**src/rtl/poly_add_ctrl_pkg.sv**
```systemverilog
// poly_add_ctrl_pkg: shared data width define and FSM state encoding
`ifndef DATA_SIZE_ARB
`define DATA_SIZE_ARB 16
`endif
package poly_add_ctrl_pkg;
  localparam int W = `DATA_SIZE_ARB;
  typedef enum logic [1:0] {IDLE = 2'd0, RUN = 2'd1, DRAIN = 2'd2, DONE = 2'd3} state_t;
endpackage

```
**src/rtl/poly_add_ctrl_if.sv**
```systemverilog
// poly_add_ctrl_if: job request, memory read/write and status bundle
interface poly_add_ctrl_if import poly_add_ctrl_pkg::*; #(parameter int ADDR_W = 8);
  logic start;
  logic [ADDR_W:0] len;
  logic [W-1:0] q;
  logic [ADDR_W-1:0] base_a, base_b, base_c;
  logic mem_gnt;
  logic rd_en;
  logic [ADDR_W-1:0] rd_addr_a, rd_addr_b;
  logic [W-1:0] rd_data_a, rd_data_b;
  logic wr_en;
  logic [ADDR_W-1:0] wr_addr;
  logic [W-1:0] wr_data;
  logic busy, done;
  modport slave (
    input start, len, q, base_a, base_b, base_c, mem_gnt, rd_data_a, rd_data_b,
    output rd_en, rd_addr_a, rd_addr_b, wr_en, wr_addr, wr_data, busy, done
  );
  modport master (
    output start, len, q, base_a, base_b, base_c, mem_gnt, rd_data_a, rd_data_b,
    input rd_en, rd_addr_a, rd_addr_b, wr_en, wr_addr, wr_data, busy, done
  );
endinterface

```
**src/rtl/poly_add_stage.sv**
```systemverilog
// poly_add_stage: registered modular add with valid and address sideband
module poly_add_stage import poly_add_ctrl_pkg::*; #(parameter int ADDR_W = 8) (
  input  logic clk,
  input  logic reset,
  input  logic in_v,
  input  logic [ADDR_W-1:0] in_addr,
  input  logic [W-1:0] a,
  input  logic [W-1:0] b,
  input  logic [W-1:0] q,
  output logic out_v,
  output logic [ADDR_W-1:0] out_addr,
  output logic [W-1:0] out_data
);
  logic [W:0] s;
  logic [W-1:0] r;
  assign s = {1'b0, a} + {1'b0, b};
  assign r = W'(s >= {1'b0, q} ? s - {1'b0, q} : s);
  always_ff @(posedge clk) begin
    if (reset) begin
      out_v <= 1'b0;
      out_addr <= '0;
      out_data <= '0;
    end else begin
      out_v <= in_v;
      if (in_v) begin
        out_addr <= in_addr;
        out_data <= r;
      end
    end
  end
endmodule

```
**src/rtl/poly_add_ctrl.sv**
```systemverilog
// poly_add_ctrl: streams two coefficient banks through a modular adder into a result bank
module poly_add_ctrl import poly_add_ctrl_pkg::*; #(parameter int ADDR_W = 8) (
  input logic clk,
  input logic reset,
  poly_add_ctrl_if.slave bus
);
  state_t state;
  logic [ADDR_W:0] len_r, idx, idx_nx;
  logic [ADDR_W-1:0] base_a_r, base_b_r, base_c_r, p1_addr;
  logic [W-1:0] q_r;
  logic p1_v;
  assign idx_nx = idx + (ADDR_W+1)'(1);
  assign bus.rd_en = state == RUN && bus.mem_gnt;
  assign bus.rd_addr_a = base_a_r + idx[ADDR_W-1:0];
  assign bus.rd_addr_b = base_b_r + idx[ADDR_W-1:0];
  assign bus.busy = state != IDLE;
  assign bus.done = state == DONE;
  always_ff @(posedge clk) begin
    if (reset) begin
      state <= IDLE;
      len_r <= '0;
      idx <= '0;
      base_a_r <= '0;
      base_b_r <= '0;
      base_c_r <= '0;
      q_r <= '0;
      p1_v <= 1'b0;
      p1_addr <= '0;
    end else begin
      p1_v <= bus.rd_en;
      p1_addr <= base_c_r + idx[ADDR_W-1:0];
      case (state)
        IDLE:
          if (bus.start && bus.len != '0) begin
            len_r <= bus.len;
            q_r <= bus.q;
            base_a_r <= bus.base_a;
            base_b_r <= bus.base_b;
            base_c_r <= bus.base_c;
            idx <= '0;
            state <= RUN;
          end else if (bus.start) begin
            state <= DONE;
          end
        RUN:
          if (bus.rd_en) begin
            idx <= idx_nx;
            state <= idx_nx == len_r ? DRAIN : RUN;
          end
        DRAIN: state <= bus.wr_en && !p1_v ? DONE : DRAIN;
        default: state <= IDLE;
      endcase
    end
  end
  poly_add_stage #(.ADDR_W(ADDR_W)) u_stage (
    .clk(clk),
    .reset(reset),
    .in_v(p1_v),
    .in_addr(p1_addr),
    .a(bus.rd_data_a),
    .b(bus.rd_data_b),
    .q(q_r),
    .out_v(bus.wr_en),
    .out_addr(bus.wr_addr),
    .out_data(bus.wr_data)
  );
endmodule

```
**src/flat_wrapper.sv**
```systemverilog
// flat-port wrapper written by rule: the top's interface ports become plain ports
module poly_add_ctrl_flat import poly_add_ctrl_pkg::*;
#(parameter int ADDR_W = 8)
  (clk, reset, bus_start, bus_len, bus_q, bus_base_a, bus_base_b, bus_base_c, bus_mem_gnt, bus_rd_data_a, bus_rd_data_b, bus_rd_en, bus_rd_addr_a, bus_rd_addr_b, bus_wr_en, bus_wr_addr, bus_wr_data, bus_busy, bus_done);
  poly_add_ctrl_if #(.ADDR_W(ADDR_W)) bus_i ();
  input logic clk;
  input logic reset;
  input wire logic [$bits(bus_i.start)-1:0] bus_start;
  input wire logic [$bits(bus_i.len)-1:0] bus_len;
  input wire logic [$bits(bus_i.q)-1:0] bus_q;
  input wire logic [$bits(bus_i.base_a)-1:0] bus_base_a;
  input wire logic [$bits(bus_i.base_b)-1:0] bus_base_b;
  input wire logic [$bits(bus_i.base_c)-1:0] bus_base_c;
  input wire logic [$bits(bus_i.mem_gnt)-1:0] bus_mem_gnt;
  input wire logic [$bits(bus_i.rd_data_a)-1:0] bus_rd_data_a;
  input wire logic [$bits(bus_i.rd_data_b)-1:0] bus_rd_data_b;
  output wire logic [$bits(bus_i.rd_en)-1:0] bus_rd_en;
  output wire logic [$bits(bus_i.rd_addr_a)-1:0] bus_rd_addr_a;
  output wire logic [$bits(bus_i.rd_addr_b)-1:0] bus_rd_addr_b;
  output wire logic [$bits(bus_i.wr_en)-1:0] bus_wr_en;
  output wire logic [$bits(bus_i.wr_addr)-1:0] bus_wr_addr;
  output wire logic [$bits(bus_i.wr_data)-1:0] bus_wr_data;
  output wire logic [$bits(bus_i.busy)-1:0] bus_busy;
  output wire logic [$bits(bus_i.done)-1:0] bus_done;
  assign bus_i.start = bus_start;
  assign bus_i.len = bus_len;
  assign bus_i.q = bus_q;
  assign bus_i.base_a = bus_base_a;
  assign bus_i.base_b = bus_base_b;
  assign bus_i.base_c = bus_base_c;
  assign bus_i.mem_gnt = bus_mem_gnt;
  assign bus_i.rd_data_a = bus_rd_data_a;
  assign bus_i.rd_data_b = bus_rd_data_b;
  assign bus_rd_en = bus_i.rd_en;
  assign bus_rd_addr_a = bus_i.rd_addr_a;
  assign bus_rd_addr_b = bus_i.rd_addr_b;
  assign bus_wr_en = bus_i.wr_en;
  assign bus_wr_addr = bus_i.wr_addr;
  assign bus_wr_data = bus_i.wr_data;
  assign bus_busy = bus_i.busy;
  assign bus_done = bus_i.done;
  poly_add_ctrl #(.ADDR_W(ADDR_W)) u_core (.clk(clk), .reset(reset), .bus(bus_i));
endmodule
```
**config.mk**
```make
export PLATFORM = sky130hd
export DESIGN_NAME = poly_add_ctrl_flat
export DESIGN_NICKNAME = d
export VERILOG_FILES = /design/src/rtl/poly_add_ctrl_pkg.sv /design/src/rtl/poly_add_ctrl_if.sv /design/src/rtl/poly_add_stage.sv /design/src/rtl/poly_add_ctrl.sv /design/src/flat_wrapper.sv
export SDC_FILE = /design/constraint.sdc
export NUM_CORES = 1
export LEC_CHECK = 0
export ABC_AREA = 1
export BUFFER_PORTS_ARGS = -buffer_cell sky130_fd_sc_hd__buf_2
export CELL_PAD_IN_SITES_DETAIL_PLACEMENT = 2
export CELL_PAD_IN_SITES_GLOBAL_PLACEMENT = 2
export CORE_MARGIN = 5
export CORE_UTILIZATION = 27
export CTS_CLUSTER_SIZE = 20
export DETAILED_ROUTE_END_ITERATION = 10
export GPL_TIMING_DRIVEN = 0
export PLACE_DENSITY = 0.74
export SLEW_MARGIN = 20
export SYNTH_ARGS = -nofsm -noshare
export SYNTH_HDL_FRONTEND = slang
export SYNTH_HIERARCHICAL = 1
export SYNTH_SLANG_ARGS = --single-unit
```
**constraint.sdc**
```tcl
create_clock -name clk -period 2.8 [get_ports clk]
set_input_delay 0.28 -clock clk [delete_from_list [all_inputs] [get_ports clk]]
set_output_delay 0.28 -clock clk [all_outputs]
set_load 0.005 [all_outputs]
```
==> results.json <==
{
  "outcome": "complete, but fails checks",
  "violations": "negative setup slack",
  "postRouteWirelength_um": 28000,
  "fin_skew_ps": 16.3,
  "layout.nets": 1359,
  "row_count": 58,
  "synth_cell_types": 37,
  "gp_congestion": 0.794,
  "rsz0062_at_grt": "true",
  "routedWlPerCell_um": 18.1,
  "finalSetupViolations": 10,
  "critPathMaxFanout": 6,
  "drv_cap": 0,
  "synth_area_sq_um": 6870,
  "yosys_warnings": 6,
  "worstSetupStartpoint": "bus_rd_data_b[13]",
  "setup_ws_ps": -52.3,
  "vias": 7353,
  "finalMaxSlewViolations": 0,
  "yosysTopAreaCell": "dfxtp_1",
  "clock_sinks": 94,
  "multi_input_area_sq_um": 4990,
  "whs_ps": 171,
  "synth_flop_cell": "dfxtp_1",
  "dpl-instance-area_sq_um": 7970,
  "n_fill_cell": 3047,
  "synthCells": 1044,
  "required_ps": 3010,
  "first_pass_iters": 4,
  "fin_crit_sh_pct": 102,
  "chipHeight_um": 169,
  "syn_to_final_growth_pct": 35.7,
  "power_density_nw_per_um2": 595,
  "cp-end-kind": "flip-flop",
  "ys_seq_area_share_pct": 27.4,
  "worstSetupStartpointType": "input port",
  "critPathMaxStageDelay_ps": 390,
  "grt_pass1_wl_um": 41500,
  "ant_nets": 0,
  "die_w_um": 169,
  "antenna_found_initial": 0,
  "grt_overflow": 0,
  "clk_pin_slew_ps": 70,
  "irDropWorstVdd_mv": 0.290,
  "core_area_sq_um": 25100,
  "cts_tree": "yes",
  "initial_core_util_pct": 27.4,
  "hold_path.class": "in2reg",
  "grt_usage_pct": 18.1,
  "path_cells": "buf_2 > ha_2 > nand2_2 > nor2_2 > and2_1 > nand2_4 > nand2_2 > nand2_2 > nand2_2 > inv_2 > ha_4 > buf_12 > nand2_4 > nor2_2 > nand4_1 > nand4_1 > nor2_4 > buf_6 > nand3_1 > nand3_2 > a21oi_2",
  "diodes": 0,
  "dp_hpwl_um": 20400,
  "htreeDepth": 3,
  "drc": 0,
  "slowest_stage": "ha_2",
  "grt_max_degree": 17,
  "register_area_sq_um": 1890,
  "via_per_inst": 4.74,
  "synth-seq-cells": 94,
  "grt_pass1_vias": 8028,
  "cts_hold_buf": 0,
  "async_reset_ff_share_pct": 0,
  "pre_cts_slack_ps": -749,
  "insertion_delay_ps": 360,
  "worstHoldStart": "bus_base_b[6]",
  "syn_area_per_cell_sq_um": 6.58,
  "maxSlewHeadroom_pct": 54.6,
  "cp_top_family": "simple AND/OR/NAND/NOR gates",
  "worstSetupPathType": "in2reg",
  "worst-path-buf-inv": 4,
  "drt-initial-drc-count": 221,
  "post-route-util_pct": 37.1,
  "final-hold-violation-count": 0,
  "synth_fp_nets": 1188,
  "io_pins": 129,
  "final_cell_area_sq_um": 9320,
  "synth_area_leaders": "dfxtp_1, nand2_1, ha_1",
  "numCtsBuffers": 9,
  "path_common_cell": "nand2_2",
  "fmax_ghz": 0.351,
  "synth_edf_count": 0,
  "period_minus_slack_ps": 2850,
  "dieArea_sq_um": 28700,
  "r2r-start": "u_core/q_r[0]",
  "yosysTopAreaCellShare_pct": 27.4,
  "drive_above_1_share_pct": 30.5,
  "worstPathArrival_ps": 3060,
  "cts.path.max_buffers": 2,
  "leakage_uw": 0.00439,
  "tightest_slew_ps": 680,
  "cts_root_buffer": "clkbuf_16",
  "numPortBuffers": 128
}
synthesized netlist by cell type (2+ instances only):
| library cell | count |
|---|---|
| clkinv_1 | 6 |
| o21bai_1 | 3 |
| clkbuf_1 | 17 |
| nand4_1 | 9 |
| nand2_2 | 6 |
| inv_1 | 147 |
| ha_1 | 54 |
| nor3_2 | 2 |
| nand3_1 | 67 |
| a21oi_4 | 4 |
| nor3_1 | 6 |
| xor2_1 | 16 |
| nand3_2 | 11 |
| nand2_4 | 12 |
| buf_4 | 2 |
| o21ai_0 | 66 |
| a21oi_1 | 62 |
| and2_1 | 4 |
| buf_6 | 3 |
| nor2_1 | 129 |
| nor2_2 | 3 |
| dfxtp_1 | 94 |
| buf_1 | 3 |
| fa_1 | 5 |
| nand2_1 | 264 |
| buf_2 | 4 |
| inv_2 | 7 |
| a21oi_2 | 10 |
| xnor2_1 | 16 |
| nand3b_1 | 5 |
registers in the layout, indices dropped and copies added, names as in the netlist:
name,flops
u_core/u_stage/out_addr,8
u_core/idx,9
u_core/u_stage/out_data,16
u_core/p1_v,1
u_core/base_a_r,8
u_core/base_c_r,8
u_core/state,2
u_core/u_stage/out_v,1
u_core/len_r,9
u_core/base_b_r,8
u_core/q_r,16
u_core/p1_addr,8
stage by stage:
stage	TNS, ps	instances	power [uW]
floorplan	0	1044	3010
global placement	-9860	1502	3570
detailed placement	-10990	1502	3630
CTS	-20.3	1542	5360
global route	-2040	1550	5900
finish	-288	1550	5550
report_power, final:
group,switching [uW],internal (uW)
sequential,76.0,1460
clock,560,722
combinational,1650,1080
worst reg2reg max path, cell delays in order, from the launching register on:
cell	delay [ps]
dfxtp_1	360
ha_1	160
clkinv_1	110
fa_1	420
nand2_1	80
nand3_1	80
nand3_1	110
nand2_1	130
nand2_1	100
nand2_1	60
xnor2_1	320
nand2_4	100
nand3_4	90
a21oi_2	60
layer usage:
metal	GRT usage [%]	up-vias	share of wire [%]
li1	-	3633	-
met1	23.0	3588	45
met2	33.0	113	51
met3	2.33	19	2.9
met4	3.54	0	1.2
met5	0	-	0
layout make-up:
cell class / count / area share, %
Inverter: 160 / 6.45
Buffer: 30 / 1.79
Timing Repair Buffer: 160 / 10.2
Tap cell: 330 / 4.43
Sequential cell: 94 / 20.3
Clock buffer: 10 / 2.56
Clock inverter: 6 / 0.739
Multi-Input combinational cell: 760 / 53.5
final timing paths:
| check | endpoint | slack [ps] | cells past startpoint |
|---|---|---|---|
| worst min-delay path | u_core/base_b_r[6] | 170 | 3 |
| worst max register to register | u_core/u_stage/out_data[10] | 460 | 13 |
| worst min register to register | u_core/u_stage/out_addr[5] | 450 | 2 |
| worst max-delay path | u_core/u_stage/out_data[7] | -50 | 21 |
cells in the final DEF (no fill, tap or decap), types with 4 or more instances in the layout:
master / count
nand2_1: 220
inv_1: 139
buf_2: 129
nor2_1: 119
dfxtp_1: 91
o21ai_0: 64
a21oi_1: 53
nand3_1: 48
nand2_2: 34
ha_1: 29
nand2_4: 28
buf_4: 26
nand3_2: 22
ha_4: 21
a21oi_2: 19
clkbuf_1: 17
inv_2: 15
xnor2_1: 14
xor2_1: 13
buf_6: 12
nor2_2: 12
clkbuf_16: 9
nand4_1: 9
nand3_4: 9
clkinv_1: 6
nand3b_1: 5
fa_1: 4
and2_1: 4
nor3_2: 4
a21oi_4: 4
ha_2: 4
repair_timing:
item / in CTS / in global routing
gates cloned: 2 / 0
setup buffers: 22 / 8
pin swaps: 42 / 44
setup endpoints to repair: 20 / 20
gates resized for setup: 108 / 63
logic make-up after synthesis:
group,Yosys count,share of synthesized area (%)
AOI/OAI and AO/OA,146,12.0
and+or+nand+nor,523,34.1
adders and majority gates,59,11.3
DFF,94,27.4
buffers and inverters,190,11.1
xor gates and xnor gates,32,4.08
(Power assumes the default switching activity.)
